==> src/rtl/be_word_serializer_pkg.sv <==
// be_word_serializer shared types and sizing.
// BESER_PARITY_EN adds a registered even-parity output lane.
package be_word_serializer_pkg;

  localparam int BESER_WIDTH = 8;
  localparam int BESER_WORD  = 4;
  localparam int BESER_FULLW = BESER_WIDTH * BESER_WORD;
  localparam int BESER_LEN_W = $clog2(BESER_WORD) + 1;

  typedef enum logic {
    ST_IDLE = 1'b0,
    ST_SEND = 1'b1
  } state_t;

endpackage

==> src/rtl/be_len_clamp.sv <==
// be_len_clamp: maps a requested byte count onto 1..WORD.
// Shared by the serializer and the deserializer.
module be_len_clamp
  import be_word_serializer_pkg::*;
#(
  parameter int WORD = BESER_WORD,
  parameter int CNTW = $clog2(WORD) + 1
) (
  input  logic [CNTW-1:0] len,
  output logic [CNTW-1:0] clamped
);

  always_comb begin
    clamped = len;
    if (len == '0 || len > CNTW'(WORD))
      clamped = CNTW'(WORD);
  end

endmodule

==> src/rtl/be_word_serializer.sv <==
// be_word_serializer: word in, MSB-first byte stream out.
// Optional BESER_PARITY_EN adds out_par (XOR of out_data).
module be_word_serializer
  import be_word_serializer_pkg::*;
#(
  parameter int WIDTH = BESER_WIDTH,
  parameter int WORD  = BESER_WORD,
  parameter int FULLW = WIDTH * WORD,
  parameter int CNTW  = $clog2(WORD) + 1
) (
  input  logic             clk,
  input  logic             reset_n,
  input  logic             in_valid,
  output logic             in_ready,
  input  logic [FULLW-1:0] in_data,
  input  logic [CNTW-1:0]  in_len,
  output logic             out_valid,
  input  logic             out_ready,
  output logic [WIDTH-1:0] out_data,
  output logic             out_last,
  output logic             busy
`ifdef BESER_PARITY_EN
  , output logic           out_par
`endif
);

  state_t           state, state_n;
  logic [FULLW-1:0] sr, sr_n, sr_sh;
  logic [CNTW-1:0]  len, len_n;
  logic [CNTW-1:0]  idx, idx_n;
  logic [CNTW-1:0]  len_c;
  logic [WIDTH-1:0] data_q, data_n;
  logic             last_q, last_n;
  logic             xfer, take;

  be_len_clamp #(
    .WORD (WORD),
    .CNTW (CNTW)
  ) u_clamp (
    .len     (in_len),
    .clamped (len_c)
  );

  assign out_valid = (state == ST_SEND);
  assign busy      = out_valid;
  assign out_data  = data_q;
  assign out_last  = last_q;
  assign xfer      = out_valid && out_ready;
  assign in_ready  = (state == ST_IDLE) || (xfer && last_q);
  assign take      = in_valid && in_ready;
  assign sr_sh     = sr << WIDTH;

  always_comb begin
    state_n = state;
    sr_n    = sr;
    len_n   = len;
    idx_n   = idx;
    data_n  = data_q;
    last_n  = last_q;
    if (take) begin
      // covers both IDLE accept and zero-bubble reload on last byte
      state_n = ST_SEND;
      sr_n    = in_data;
      len_n   = len_c;
      idx_n   = '0;
      data_n  = in_data[FULLW-1 -: WIDTH];
      last_n  = (len_c == CNTW'(1));
    end else if (xfer && last_q) begin
      state_n = ST_IDLE;
      idx_n   = '0;
      data_n  = '0;
      last_n  = 1'b0;
    end else if (xfer) begin
      sr_n   = sr_sh;
      idx_n  = idx + CNTW'(1);
      data_n = sr_sh[FULLW-1 -: WIDTH];
      last_n = ((idx + CNTW'(1)) == (len - CNTW'(1)));
    end
  end

  always_ff @(posedge clk or negedge reset_n) begin
    if (!reset_n) begin
      state  <= ST_IDLE;
      sr     <= '0;
      len    <= '0;
      idx    <= '0;
      data_q <= '0;
      last_q <= 1'b0;
    end else begin
      state  <= state_n;
      sr     <= sr_n;
      len    <= len_n;
      idx    <= idx_n;
      data_q <= data_n;
      last_q <= last_n;
    end
  end

`ifdef BESER_PARITY_EN
  logic par_q;

  always_ff @(posedge clk or negedge reset_n) begin
    if (!reset_n)
      par_q <= 1'b0;
    else
      par_q <= ^data_n;
  end

  assign out_par = par_q;
`endif

endmodule

==> config.mk <==
export PLATFORM = sky130hd
export DESIGN_NAME = be_word_serializer
export DESIGN_NICKNAME = d
export VERILOG_FILES = /design/src/rtl/be_word_serializer_pkg.sv /design/src/rtl/be_len_clamp.sv /design/src/rtl/be_word_serializer.sv
export SDC_FILE = /design/constraint.sdc
export NUM_CORES = 1
export LEC_CHECK = 0
export CORE_ASPECT_RATIO = 0.6
export CORE_MARGIN = 2
export CORE_UTILIZATION = 47
export CTS_CLUSTER_SIZE = 40
export DETAILED_ROUTE_END_ITERATION = 12
export PLACE_DENSITY = 0.9
export SYNTH_ARGS = -nofsm -noshare
export SYNTH_HDL_FRONTEND = slang
export SYNTH_SLANG_ARGS = --single-unit
==> constraint.sdc <==
create_clock -name clk -period 2.2 [get_ports clk]
set_clock_uncertainty 0.15 [all_clocks]
set_input_delay 0.22 -clock clk [delete_from_list [all_inputs] [get_ports clk]]
set_output_delay 0.22 -clock clk [all_outputs]
set_load 0.005 [all_outputs]
# Word-level counts from Yosys, hierarchy flattened
# Index checks and enable logic that the tools add are counted.
dict set report word_totals {
  register_bits 40
  latch_bits 0
  ramBits 0
  romBits 0
  inputBits 39
  n_memories 0
}
dict set report op_classes {
  n_addsub 2
  n_mul 0
  div 0
  order_cmp 1
  eq_ne 3
  shifts 0
  mux 15
  bitwise 1
  reduce_logical 10
}
# operator n
set op_table {}
lappend op_table {{$mux W24} 3}
lappend op_table {{$mux W8} 3}
lappend op_table {{$mux W3} 4}
lappend op_table {{$mux W1} 5}
lappend op_table {{$reduce_bool A2 Y1} 2}
lappend op_table {{$add A3 B1 Y3 const B} 1}
lappend op_table {{$eq A3 B1 Y1 const B} 1}
lappend op_table {{$eq A3 B3 Y1} 1}
lappend op_table {{$gt A3 B3 Y1 const B} 1}
lappend op_table {{$logic_and A1 B1 Y1} 3}
lappend op_table {{$logic_not A3 Y1} 1}
lappend op_table {{$reduce_bool A3 Y1} 1}
lappend op_table {{$sub A3 B1 Y3 const B} 1}
lappend op_table {{$logic_or A1 B1 Y1} 2}
lappend op_table {{$ne A2 B2 Y1 const B} 1}
lappend op_table {{$reduce_and A2 Y1} 1}
lappend op_table {{$not A1 Y1} 1}

# Depth between registers and ports, before layout
# Gate-level depths: netlist (run 1).
dict set report depth {
  depth_word 6
  ltp_mapped 6
  depth_no_buf 6
}

# Modules after synthesis
# A second synthesis (run 1) with hierarchy kept.
dict set report unflattened {
  cells_unflattened 168
  hier_area_um2 1843.0
}
# mod instances cells_per_inst area_each_um2 seq_area_each_um2
set by_module_without_submodules {}
lappend by_module_without_submodules {be_word_serializer 1 162 1800.5 1001.0}
lappend by_module_without_submodules {be_len_clamp 1 6 42.5 0.0}

# Least setup slack after synthesis (run 1)
# Ideal clock, no wire load.
dict set report synth_timing {
  kind {reg-to-reg}
  startpoint {register state (netlist: busy)}
  endpoint {register data_q[0] (netlist: out_data[0])}
  setup_time_ns 0.127
  arrival_ns 1.319
  t_required_ns 1.923
  setup_slack_ns 0.604
  stages_incl_launch_ff 6
  n_path_buf 1
  cell_sequence {dfrtp_1 a21bo_4 and2_4 buf_6 a222oi_1 inv_1}
}
dict set report synth_via {
  elab_chain_len 5
}
# element line
set synth_lines {}
lappend synth_lines {{from (decl)} be_word_serializer.sv:27} ;# state_t state, state_n;
lappend synth_lines {{from (signal assigned)} be_word_serializer.sv:90} ;# state <= state_n;
lappend synth_lines {{$logic_and A1 B1 Y1} be_word_serializer.sv:48} ;# assign xfer = out_valid && out_ready;
lappend synth_lines {{$logic_and A1 B1 Y1} be_word_serializer.sv:49} ;# assign in_ready = (state == ST_IDLE) || (xfer && last_q);
lappend synth_lines {{$logic_or A1 B1 Y1 *} be_word_serializer.sv:49}
lappend synth_lines {{net in_ready} be_word_serializer.sv:14} ;# output logic in_ready,
lappend synth_lines {{$logic_and A1 B1 Y1 *} be_word_serializer.sv:50} ;# assign take = in_valid && in_ready;
lappend synth_lines {{$reduce_bool A3 Y1 (no source line) or $mux W8 (tied branches)} --}
lappend synth_lines {{to (signal assigned)} be_word_serializer.sv:94} ;# data_q <= data_n;
lappend synth_lines {{to (decl)} be_word_serializer.sv:32} ;# logic [WIDTH-1:0] data_q, data_n;
# The timed path passes the listed nets; every way through them passes the cells marked *.
# A chain may end at the register's enable or synchronous reset.

# Worst setup path after layout (run 1)
dict set report layout_timing {
  startpoint {register state (netlist: busy)}
  endpoint {output port in_ready}
}
dict set report layout_via {
  elab_chain_len 3
}
# element line
set layout_lines {}
lappend layout_lines {{$logic_and A1 B1 Y1} be_word_serializer.sv:48}
lappend layout_lines {{$logic_and A1 B1 Y1} be_word_serializer.sv:49}
lappend layout_lines {{$logic_or A1 B1 Y1 *} be_word_serializer.sv:49}
lappend layout_lines {{to (decl)} be_word_serializer.sv:14}
# Mark *: on every way between the ends. The rest lies on a longest branch, timed or not.

==> out/results.ini, run 1 <==
[critical_path]
path_max_fanout = 9
ff2ff_setup_slack_ps = 520
start_kind = flip-flop
endpoint = in_ready
critPathRequiredTime_ps = 1830
r2r_cells = 4
worst-endpoint-arrival_ps = 1480
critPathCaptureType = primary output
rr_startpoint = busy$_DFFE_PN0P_
r2r_end = out_data[2]$_DFFE_PN0P_
cp-startpoint = busy$_DFFE_PN0P_
path_class = reg2out

[timing]
whs_ps = 331.5
worst_slew_margin_rel = 0.4269
finalHoldViolCount = 0
max_freq_mhz = 541.5
finalSetupViolCount = 0
tns_ps = 0
finalMaxSlewViolations = 0
post-route-period-util = 0.8395
worst_pin_slew_ps = 859.6
min_period_ps = 1847
rsz0062_at_grt = false

[die]
start_util = 0.4956
core_area_um2 = 3701
die-area_um2 = 4435
die_x_um = 84.65
io_pins = 51
rows = 17
die_height_um = 52.39

[drt]
drtAntennaViolNets = 0
vias = 1357
drt-total-wl_um = 3849
first_pass_iters = 4
drtIter0Drc = 125
drc = 0
post_drt_via_cell_ratio = 5.199
wl_per_cell_um = 14.75

[finish]
antenna_cells = 0
num-fill-cells = 309
fin_cells = 261
drive_above_1_share = 0.07477
nets = 255
areaGrowthSynthToFinish_pct = 34.17

[status]
status = completed

[power]
peakVddDrop_uv = 487.5
power.density_nw_per_um2 = 981.9
power_leakage_nw = 1.223

[synthesis]
syn-cell-area_um2 = 1834
synthesis.instances = 163
ys_warn_count = 0
seq_area_frac_synth = 0.5457
avgSynthCellArea_um2 = 11.25
synth_nets = 205
synth_cell_types = 28
synth_ff_type = dfrtp_1
synth_edf_count = 0
ys_async_sr_fraction = 1.000
ys_ff_latch = 40

[grt]
grt_max_degree = 41
antenna_found_initial = 0
grt_pass1_wl_um = 6403
grt_overflow = 0
grt_use_total = 0.1918
grt_pass1_vias = 1334

[cts]
cts_tree = built
postCtsSetupBuffers = 0
clock_sinks = 40
cts-root-buf = clkbuf_8
clkTransAtPathRegs_ps = 70
clk-insertion-delay-late_ps = 290
cts_buffer_depth = 2
cts_inserted_buffers = 5
htreeDepth = 2

[place]
place_congestion = 0.7389
post-place-cells = 252
dp_hpwl_um = 2778
portBuffers = 50

[min_path]
hold_path_class = reg2reg
hp-start = sr[10]$_DFFE_PN0P_

[job]
drv_cap = 0

## worst max-delay path: stages, from the launching register on
cell and delay [ps]:
dfrtp_1 480, a21bo_4 270, clkdlybuf4s50_1 440
## placed cells by master (no fill, tap or decap), types with 2 or more instances in the layout
| cell | instances |
|---|---|
| o21ai_0 | 21 |
| a22o_1 | 9 |
| xor2_1 | 2 |
| mux2_2 | 2 |
| ha_1 | 3 |
| nand2_1 | 20 |
| nor2b_1 | 2 |
| inv_1 | 12 |
| clkbuf_1 | 2 |
| mux2i_1 | 16 |
| xnor2_1 | 3 |
| dfrtp_1 | 40 |
| buf_4 | 2 |
| clkbuf_8 | 6 |
| a222oi_1 | 8 |
| nand3_1 | 2 |
| clkdlybuf4s50_1 | 49 |
## through the flow
| step | area, um^2 | total power, W | setup slack (ps) | util |
|---|---|---|---|---|
| 2_1_floorplan | 1834 | 0.001582 | 603.6 | - |
| 3_3_place_gp | 2361 | 0.001898 | 184.8 | 0.6379 |
| 3_5_place_dp | 2361 | 0.001943 | 128.4 | 0.6379 |
| 4_1_cts | 2461 | 0.002441 | 341.9 | 0.6650 |
| 5_1_grt | 2461 | 0.002582 | 279.1 | 0.6650 |
| 6_report | 2461 | 0.002417 | 353.2 | 0.6650 |
## report_power, final
part           leakage (nW)  total [W]  internal (W)  switching, W
Sequential            0.534    0.00110      0.000953      0.000147
Combinational         0.643   0.000822      0.000476      0.000346
Clock                0.0455   0.000495      0.000256      0.000239
## what timing repair did
item | CTS | global route
gates resized for setup | 0 | 0
hold endpoints to repair | 40 | 0
hold buffers | 1 | 0
## Yosys cell counts (all sizes together), types with 2 or more instances
cell	instances	area share
ha	3	0.020
dfrtp	40	0.55
nand3	2	0.0055
o22ai	2	0.0068
inv	12	0.025
nand2	20	0.041
a222oi	8	0.044
o21ai	21	0.057
xnor2	3	0.014
a22o	9	0.043
nor2b	2	0.0068
buf	6	0.027
mux2	2	0.012
xor2	2	0.0096
mux2i	16	0.087
clkbuf	5	0.010
## state kept, by name (all words and copies together), names as in the netlist
signal and cells:
len 3, out_data 8, out_last 1, busy 1, sr 24, idx 3
## layout make-up
class	instances	area (um^2)	area share
repair buffers	54	540.5	0.2196
clock buffers	8	90.09	0.03660
inverters	12	45.04	0.01830
well taps	47	58.81	0.02389
multi-input cells	100	725.7	0.2949
flip-flops and latches	40	1001	0.4067
## worst min path at each step
stage                         endpoint  slack, ps  depth (start not counted)
2_1_floorplan         busy$_DFFE_PN0P_       -230                          0
3_3_place_gp          busy$_DFFE_PN0P_        220                          1
3_5_place_dp   out_data[0]$_DFFE_PN0P_        230                          1
4_1_cts             sr[10]$_DFFE_PN0P_        340                          2
5_1_grt              sr[5]$_DFFE_PN0P_        360                          1
6_report            sr[10]$_DFFE_PN0P_        330                          2
## kinds of logic (layout without fill, tap and decap cells)
| family | count (synthesis) | after routing | synth area share |
|---|---|---|---|
| muxes | 18 | 18 | 0.09959 |
| DFF | 40 | 40 | 0.5457 |
| adders and majority gates | 3 | 3 | 0.02047 |
| buffers and inverters | 23 | 74 | 0.06207 |
| and+or+nand+nor | 32 | 32 | 0.08596 |
| xor gates and xnor gates | 5 | 5 | 0.02388 |
| AOI/OAI and AO/OA | 42 | 42 | 0.1623 |
## layer usage
| layer | routed length (um) | GRT usage | up-vias |
|---|---|---|---|
| met5 | 0 | 0 | - |
| met1 | 1905 | 0.2574 | 616 |
| li1 | - | - | 680 |
| met3 | 335 | 0.06929 | 5 |
| met2 | 1556 | 0.2927 | 56 |
| met4 | 52 | 0.06349 | 0 |
No activity file was read; power rests on OpenSTA's default activity.
==> run 2: changes to the inputs <==
==> constraint.sdc (replaced) <==
create_clock -name clk -period 1.77 [get_ports clk]
set_clock_uncertainty 0.15 [all_clocks]
set_input_delay 0.177 -clock clk [delete_from_list [all_inputs] [get_ports clk]]
set_output_delay 0.177 -clock clk [all_outputs]
set_load 0.005 [all_outputs]
==> run 2 against run 1 <==
Compared with the run above:
- combinational power grew 39%
- sequential cell count unchanged
- first-iteration DRC count fell by 26%
- sequential power grew 24%
- largest cell class unchanged
==> out/results.ini, run 2 (synthesis results as in run 1) <==
[job]
drv_cap = 0  ; unchanged

[die]
start_util = 0.4956  ; unchanged
die_x_um = 84.65  ; unchanged
rows = 17  ; unchanged
core_area_um2 = 3701  ; unchanged
die_height_um = 52.39  ; unchanged
io_pins = 51  ; unchanged
die-area_um2 = 4435  ; unchanged

[drt]
wl_per_cell_um = 15.60  ; +5.8%
drt-total-wl_um = 4306  ; +12%
first_pass_iters = 4  ; unchanged
post_drt_via_cell_ratio = 5.312  ; +2.2%
drtIter0Drc = 92  ; -26%
drtAntennaViolNets = 0  ; unchanged
drc = 0  ; unchanged
vias = 1466  ; +8.0%

[status]
status = completed

[grt]
antenna_found_initial = 0  ; unchanged
grt_use_total = 0.2114  ; +0.01956
grt_pass1_vias = 1453  ; +8.9%
grt_pass1_wl_um = 7031  ; +9.8%
grt_max_degree = 41  ; unchanged
grt_overflow = 0  ; unchanged

[timing]
worst_pin_slew_ps = 487.9  ; -371.7 ps
whs_ps = 97.35  ; -234.1 ps
worst_slew_margin_rel = 0.6747  ; +0.2478
finalMaxSlewViolations = 0  ; unchanged
layout_setup_ws_ps = 27.30  ; -325.9 ps
post-route-period-util = 0.9846
finalHoldViolCount = 0  ; unchanged
max_freq_mhz = 573.8
min_period_ps = 1743
finalSetupViolCount = 0  ; unchanged

[finish]
layout_common_cells = 47 x clkdlybuf4s50_1, 40 x dfrtp_1, 21 x o21ai_0
largest_reg_flops = 24  ; unchanged
antenna_cells = 0  ; unchanged
final_common_cell = clkdlybuf4s50_1
top_register = sr
areaGrowthSynthToFinish_pct = 42.36
final_area_um2 = 2611  ; +6.1%
drive_above_1_share = 0.1528  ; +0.07807
fin_cells = 276  ; +5.7%
nets = 270  ; +5.9%

[power]
power_w = 0.003116  ; +29%
power_leakage_nw = 1.326  ; +8.5%
power.density_nw_per_um2 = 1193  ; +22%
peakVddDrop_uv = 733.1  ; +50%

[critical_path]
critPathRequiredTime_ps = 1800  ; -30 ps
r2r_end = idx[2]$_DFFE_PN0P_
start_kind = input port
r2r_cells = 7  ; +3
cpMaxStageDelayCell = clkdlybuf4s50_1
worst-endpoint-arrival_ps = 1770  ; +290 ps
rr_startpoint = busy$_DFFE_PN0P_
ff2ff_setup_slack_ps = 50  ; -470 ps
path_cells = clkdlybuf4s50_1 -> or2_2 -> ha_1 -> nand2b_4 -> nand4_1 -> o22ai_1 -> mux2_2
path_max_fanout = 2  ; -7
path_class = in2reg
cpPeakStageDelay_ps = 430  ; -50 ps
critPathCaptureType = flip-flop

[place]
preCtsSetupSlack_ps = -235.3  ; -363.7 ps
place_congestion = 0.7799  ; +5.5%
portBuffers = 50  ; unchanged
dp_hpwl_um = 3138  ; +13%
post-place-cells = 262  ; +4.0%
placed_area_um2 = 2461  ; +4.2%

[min_path]
min_to = len[1]$_DFFE_PN0P_
hp-start = in_len[1]
hold_path_class = in2reg
whs_path_depth = 3  ; +1

[cts]
cts_inserted_buffers = 5  ; unchanged
cts-root-buf = clkbuf_8
cts_tree = built
cts_buffer_depth = 2  ; unchanged
clkTransAtPathRegs_ps = 70  ; about the same
clock_sinks = 40  ; unchanged
htreeDepth = 2  ; unchanged
clk-insertion-delay-late_ps = 290  ; about the same

==> run 2: how the worst max path moves through the flow <==
stage	cells after the start	slack (ps)	from	end
2_1_floorplan	5	170	busy$_DFFE_PN0P_	out_data[0]$_DFFE_PN0P_
3_3_place_gp	7	-200	in_len[1]	out_last$_DFFE_PN0P_
3_5_place_dp	7	-240	in_len[1]	out_last$_DFFE_PN0P_
4_1_cts	3	30	busy$_DFFE_PN0P_	busy
5_1_grt	7	-50	in_len[0]	out_last$_DFFE_PN0P_
6_report	7	30	in_len[0]	out_last$_DFFE_PN0P_
==> run 2: routing by layer <==
layer,part of all wire,vias to the layer above,global-route usage,wire (um)
met1,0.47,699,0.2872,2029
li1,-,709,-,-
met4,0.012,0,0.07143,51
met3,0.074,4,0.06614,320
met5,0,-,0,0
met2,0.44,54,0.3255,1904
==> run 2: layout make-up <==
class / count / area [um^2]
clock buffers: 6 / 82.58
multi-input cells: 100 / 734.5
well taps: 47 / 58.81
fillers: 297 / 1090
clock inverters: 2 / 10.01
inverters: 12 / 45.04
flip-flops and latches: 40 / 1001
repair buffers: 69 / 679.4
==> run 2: repair_timing <==
item / in CTS / in global routing
hold endpoints to repair: 40 / 0
cloned: 0 / 0
hold buffers: 1 / 0
resized for setup: 1 / 3
pin swaps: 0 / 2
setup buffers: 2 / 3
setup endpoints to repair: 1 / 4
==> run 2: power breakdown <==
group,leakage (nW),internal (W),switching (W)
sequential,0.534,0.00118,0.000180
clock,0.0510,0.000311,0.000305
combinational,0.741,0.000659,0.000477
total,1.33,0.00215,0.000962
==> run 2: stage by stage <==
step                TNS (ps)    util
floorplan                  0       -
global placement      -196.6  0.6650
detailed placement    -282.1  0.6650
CTS                        0  0.6964
global route          -55.30  0.7055
finish                     0  0.7055
==> run 2: worst max-delay path: cells and delay by family <==
kind / cells / cell delay (ps)
and+or+nand+nor: 3 / 540
buffers and inverters: 1 / 430
adders and majority gates: 1 / 280
muxes: 1 / 250
AOI/OAI and AO/OA: 1 / 80
==> run 3: changes to the inputs <==
--- a/config.mk
+++ b/config.mk
@@ -6,11 +6,12 @@
 export NUM_CORES = 1
 export LEC_CHECK = 0
 export CORE_ASPECT_RATIO = 0.6
-export CORE_MARGIN = 2
-export CORE_UTILIZATION = 47
+export CORE_MARGIN = 1
+export CORE_UTILIZATION = 43
 export CTS_CLUSTER_SIZE = 40
 export DETAILED_ROUTE_END_ITERATION = 12
-export PLACE_DENSITY = 0.9
+export MAX_ROUTING_LAYER = met4
+export PLACE_DENSITY = 0.84
 export SYNTH_ARGS = -nofsm -noshare
 export SYNTH_HDL_FRONTEND = slang
 export SYNTH_SLANG_ARGS = --single-unit
==> run 3 against run 2 <==
Compared with the run above:
- final cell count is 4.0% higher
- sequential power about the same
- non-clock buffer count rose by 2
- critical endpoint is now busy
- utilization shrank 2.1 points
==> out/results.ini, run 3 (synthesis results as in run 1) <==
[finish]
top_register = sr
drive_above_1_share = 0.1652  ; +0.01238
layout_common_cells = 47 x clkdlybuf4s50_1, 38 x dfrtp_1, 21 x o21ai_0
largest_reg_flops = 24  ; unchanged
fin_cells = 287  ; +4.0%
nets = 272  ; +0.74%
final_common_cell = clkdlybuf4s50_1
antenna_cells = 0  ; unchanged
areaGrowthSynthToFinish_pct = 44.47
num-fill-cells = 306  ; +3.0%

[critical_path]
r2r_cells = 7  ; unchanged
path_max_fanout = 7  ; +5
ff2ff_setup_slack_ps = 70  ; +20 ps
start_kind = flip-flop
path_class = reg2out
worst-endpoint-arrival_ps = 1400  ; -370 ps
critPathRequiredTime_ps = 1440  ; -360 ps
cp-startpoint = busy$_DFFE_PN0P_
rr_startpoint = busy$_DFFE_PN0P_
critPathCaptureType = primary output

[grt]
grt_use_total = 0.2075  ; -0.003836
grt_max_degree = 41  ; unchanged
antenna_found_initial = 0  ; unchanged
grt_overflow = 0  ; unchanged
grt_pass1_vias = 1411  ; -2.9%
grt_pass1_wl_um = 6768  ; -3.7%

[timing]
max_freq_mhz = 578.2  ; +0.76%
worst_slew_margin_rel = 0.7019  ; +0.02716
post-route-period-util = 0.9772  ; -0.007382
whs_ps = 130.1  ; +32.70 ps
finalSetupViolCount = 0  ; unchanged
finalHoldViolCount = 0  ; unchanged
tns_ps = 0  ; unchanged
min_period_ps = 1730  ; -13.07 ps
finalMaxSlewViolations = 0  ; unchanged
worst_pin_slew_ps = 447.2  ; -40.74 ps
rsz0062_at_grt = false

[place]
post-place-cells = 271  ; +3.4%
place_congestion = 0.7559  ; -3.1%
dp_hpwl_um = 2951  ; -6.0%
portBuffers = 50  ; unchanged

[die]
rows = 17  ; unchanged
io_pins = 51  ; unchanged
core_area_um2 = 3871  ; +4.6%
start_util = 0.4738  ; -0.02178
die_height_um = 52.59  ; +0.38%
die-area_um2 = 4540  ; +2.4%
die_x_um = 86.32  ; +2.0%

[power]
power.density_nw_per_um2 = 1187  ; -0.49%
power_leakage_nw = 1.345  ; +1.4%
peakVddDrop_uv = 530.5  ; -28%
power_w = 0.003147  ; +0.99%

[cts]
clock_sinks = 40  ; unchanged
cts-root-buf = clkbuf_8
cts_buffer_depth = 2  ; unchanged
cts_inserted_buffers = 5  ; unchanged
clkTransAtPathRegs_ps = 70  ; about the same
clk-insertion-delay-late_ps = 290  ; about the same
cts_tree = built
htreeDepth = 2  ; unchanged

[min_path]
hp-start = in_len[1]
whs_path_depth = 3  ; unchanged
hold_path_class = in2reg

[drt]
wl_per_cell_um = 14.68  ; -5.9%
drtAntennaViolNets = 0  ; unchanged
first_pass_iters = 5  ; +1
drc = 0  ; unchanged
post_drt_via_cell_ratio = 5.091  ; -4.2%
drt-total-wl_um = 4212  ; -2.2%
vias = 1461  ; -0.34%
drtIter0Drc = 118  ; +28%

[job]
drv_cap = 0  ; unchanged

[status]
status = completed

[run 3: changes by cell type in the layout (fill, tap and decap cells not counted), moves of 2 or more]
cell      previous run  this run
buf_6                0         3
clkinv_2             2         0
dfrtp_1             40        38
dfrtp_2              0         2
[run 3: power by group]
| part | internal (W) | switching [W] | total (W) |
|---|---|---|---|
| sequential | 0.00119 | 0.000187 | 0.00137 |
| clock | 0.000347 | 0.000296 | 0.000642 |
| combinational | 0.000659 | 0.000473 | 0.00113 |
[run 3: area by class of cell]
class	count	area (um^2)	share of cell area
clock buffer	7	96.34	0.03636
inverter	12	45.04	0.01700
multi-input combinational	100	737.0	0.2781
sequential	40	1003	0.3787
tap	57	71.32	0.02691
timing repair buffer	71	696.9	0.2630
[run 3: through the flow]
step           cell area, um^2  worst slack [ps]    util
2_1_floorplan             1834             173.6       -
3_3_place_gp              2454            -199.7  0.6338
3_5_place_dp              2454            -238.1  0.6338
4_1_cts                   2569             6.890  0.6635
5_1_grt                   2650             1.286  0.6846
6_report                  2650             40.36  0.6846
[run 3: worst max-delay path, stage by stage (launching register included)]
cell and delay, ps:
dfrtp_2 420, buf_6 140, buf_4 130, clkdlybuf4s50_1 430
[run 3: path summary, 6_finish.rpt]
path	end
worst min register to register	sr[9]$_DFFE_PN0P_
min in group asynchronous	idx[2]$_DFFE_PN0P_
worst min-delay path	len[1]$_DFFE_PN0P_
max in group asynchronous	out_last$_DFFE_PN0P_
worst max register to register	out_data[0]$_DFFE_PN0P_
worst max-delay path	busy
[run 3: what timing repair did]
action                                 in CTS  in global routing
setup endpoints to repair                   1                  4
endpoints found under the hold margin      18                  0
gates resized for setup                     1                 10
setup buffers                               1                  7
pin swaps                                   0                  2
hold buffers                                1                  0
[run 3: routing by layer]
layer / vias to the layer above / global-route usage / routed length, um
li1: 712 / - / -
met1: 691 / 0.2901 / 2042
met2: 53 / 0.3042 / 1846
met3: 5 / 0.05827 / 287
met4: 0 / 0.04167 / 35
met5: - / - / 0
==> variant (flow settings as in run 2) <==
Change the package constant `BESER_WORD` from 4 to 2.
--- a/src/rtl/be_word_serializer_pkg.sv
+++ b/src/rtl/be_word_serializer_pkg.sv
@@ -5,3 +5,3 @@
   localparam int BESER_WIDTH = 8;
-  localparam int BESER_WORD  = 4;
+  localparam int BESER_WORD  = 2;
   localparam int BESER_FULLW = BESER_WIDTH * BESER_WORD;
Ports: changed (resized in_data and in_len); port bits go from 51 to 34. The function was not compared with the original's and may differ.
==> variant against run 2 <==
- routed wire length decreased by 31%
- design area decreased by 39%
- area after synthesis decreased by 40%
- sequential cell count decreased by 18
- hold slack improved by 16 ps
- power decreased by 31%
- setup slack improved by 7.5 ps
- sequential power decreased by 37%
- largest cell class unchanged
==> variant: results (changes against run 2) <==
| Metric | Value |
|---|---|
| Status | complete, no violations (unchanged) |
| Layout cells sized above 1 | 22.3% (was 15.3%) |
| Most common cell after layout, fill and taps aside | clkdlybuf4s50_1 (unchanged) |
| Post-Place Cells | 164 (was 262) |
| Post-synthesis mux area share | 1.02% (was 9.96%) |
| Commonest cells post-synth | dfrtp_1, a22o_1, and4b_1 (was dfrtp_1, o21ai_0, nand2_1) |
| Startpoint Class | register (was input pin) |
| Ys async rst share | 100% (unchanged) |
| Ys Warns | 0 (unchanged) |
| Top cells by area, synth | dfrtp_1, a221oi_2, and4b_1 (was dfrtp_1, mux2i_1, o21ai_0) |
| Leakage | 0.738 nW (was 1.33 nW) |
| First-pass GRT wire length | 4690 µm (was 7030 µm) |
| Via density | 5.95 (was 5.31) |
| Initial DRC count | 71 (was 92) |
| Via count | 1,005 (was 1,466) |
| Port Buf Inserts | 33 (was 50) |
| Syn nets | 118 (was 205) |
| H-tree Lvls | 1 (was 2) |
| Synth Area in Adders | 0% (was 2.05%) |
| TritonRoute pass-1 iters | 4 (unchanged) |
| Synth Area in Compound Gates | 24.4% (was 16.2%) |
| Reg2Reg Capture Point | out_data[7]$_DFFE_PN0P_ (was idx[2]$_DFFE_PN0P_) |
| Arrival time worst endpoint | 1410 ps (was 1770 ps) |
| Netlist cell types | 29 (was 28) |
| Uppermost layer routed | met4 (unchanged) |
| Max Slew Vio Count | 0 (unchanged) |
| Met3 Wirelength | 234 µm (was 320 µm) |
| Critical Path Max Stage Delay | 500 ps (was 430 ps) |
| Final HPWL from detailed placement | 2220 µm (was 3140 µm) |
| Placer congestion estimate | 0.838 (was 0.780) |
| Minimum hold slack | 113 ps (was 97.4 ps) |
| Worst R2R Setup Slack | 160 ps (was 50 ps) |
| CTS Buf Count | 3 (was 5) |
| DP Worst Slack | -31.2 ps (was -235 ps) |
| Metal2 WL | 1340 µm (was 1900 µm) |
| Cells after Synth | 96 (was 163) |
| Vias in the first global route | 901 (was 1,453) |
| Worst skew pair latency | 270 ps (was 290 ps) |
| XOR/XNOR Fraction of Synth Area | 1.58% (was 2.39%) |
| N_diodes | 0 (unchanged) |
| Top Family by Delay on Critical Path | buffers and inverters (was simple AND/OR/NAND/NOR gates) |
| Reg2Reg Depth | 6 (was 7) |
| CP Max Fanout | 3 (was 2) |
| Total track usage | 23.7% (was 21.1%) |
| WL met1 | 1300 µm (was 2030 µm) |
| Crit-path slowest cell | clkdlybuf4s50_1 (unchanged) |
| VDD IR-drop max | 619 µV (was 733 µV) |
| Relative slew slack | 79.5% (was 67.5%) |
| Pin count of the biggest net entering global routing | 23 (was 41) |
| Worst min path class | input pin to asynchronous set/reset pin (was input pin to register) |
| Drt total wl | 2960 µm (was 4310 µm) |
| Register area share after synthesis | 49.8% (was 54.6%) |
[variant: power breakdown]
part	internal [mW]	leakage (nW)	total (mW)	switching (mW)
clock	0.152	0.0216	0.311	0.159
combinational	0.588	0.436	0.982	0.394
sequential	0.697	0.280	0.861	0.164
[variant: metrics by stage]
| stage | cell area, µm² | total power [mW] |
|---|---|---|
| global placement | 1530 | 1.76 |
| floorplan | 1110 | 1.34 |
| detailed placement | 1530 | 1.82 |
| global route | 1590 | 2.28 |
| finish | 1590 | 2.15 |
| CTS | 1580 | 2.14 |
[variant: cell type report]
cell class	instances	area (µm²)
Timing Repair Buffer	48	445
Multi-Input combinational cell	60	490
Inverter	6	22.5
Clock buffer	3	41.3
Sequential cell	22	552
Tap cell	30	37.5
Fill cell	150	607
[variant: kinds of logic (layout without fill, tap and decap cells)]
group,Yosys count,after routing
buffers and inverters,14,57
muxes,1,1
xor gates and xnor gates,2,2
DFF,22,22
and+or+nand+nor,29,29
AOI/OAI and AO/OA,28,28
[variant: layer usage]
| metal | up-vias | GRT usage [%] |
|---|---|---|
| li1 | 450 | - |
| met1 | 497 | 31.5 |
| met2 | 50 | 36.0 |
| met3 | 8 | 7.32 |
| met4 | 0 | 10.2 |
| met5 | - | 0 |
[variant: worst max path at each step]
stage	endpoint	slack, ps	cells past startpoint
final	in_ready	30	3
after global routing	in_ready	-2	3
after CTS	in_ready	10	3
after detailed placement	out_data[7]$_DFFE_PN0P_	-30	6
after global placement	in_ready	40	4
after floorplan	out_data[5]$_DFFE_PN0P_	290	5
[variant: timing repair]
| action | 4_1_cts | 5_1_grt |
|---|---|---|
| endpoints found under the setup margin | 1 | 1 |
| gates resized for setup | 1 | 1 |
| setup buffers | 1 | 1 |
| pin swaps | 0 | 1 |
| endpoints found under the hold margin | 0 | 0 |
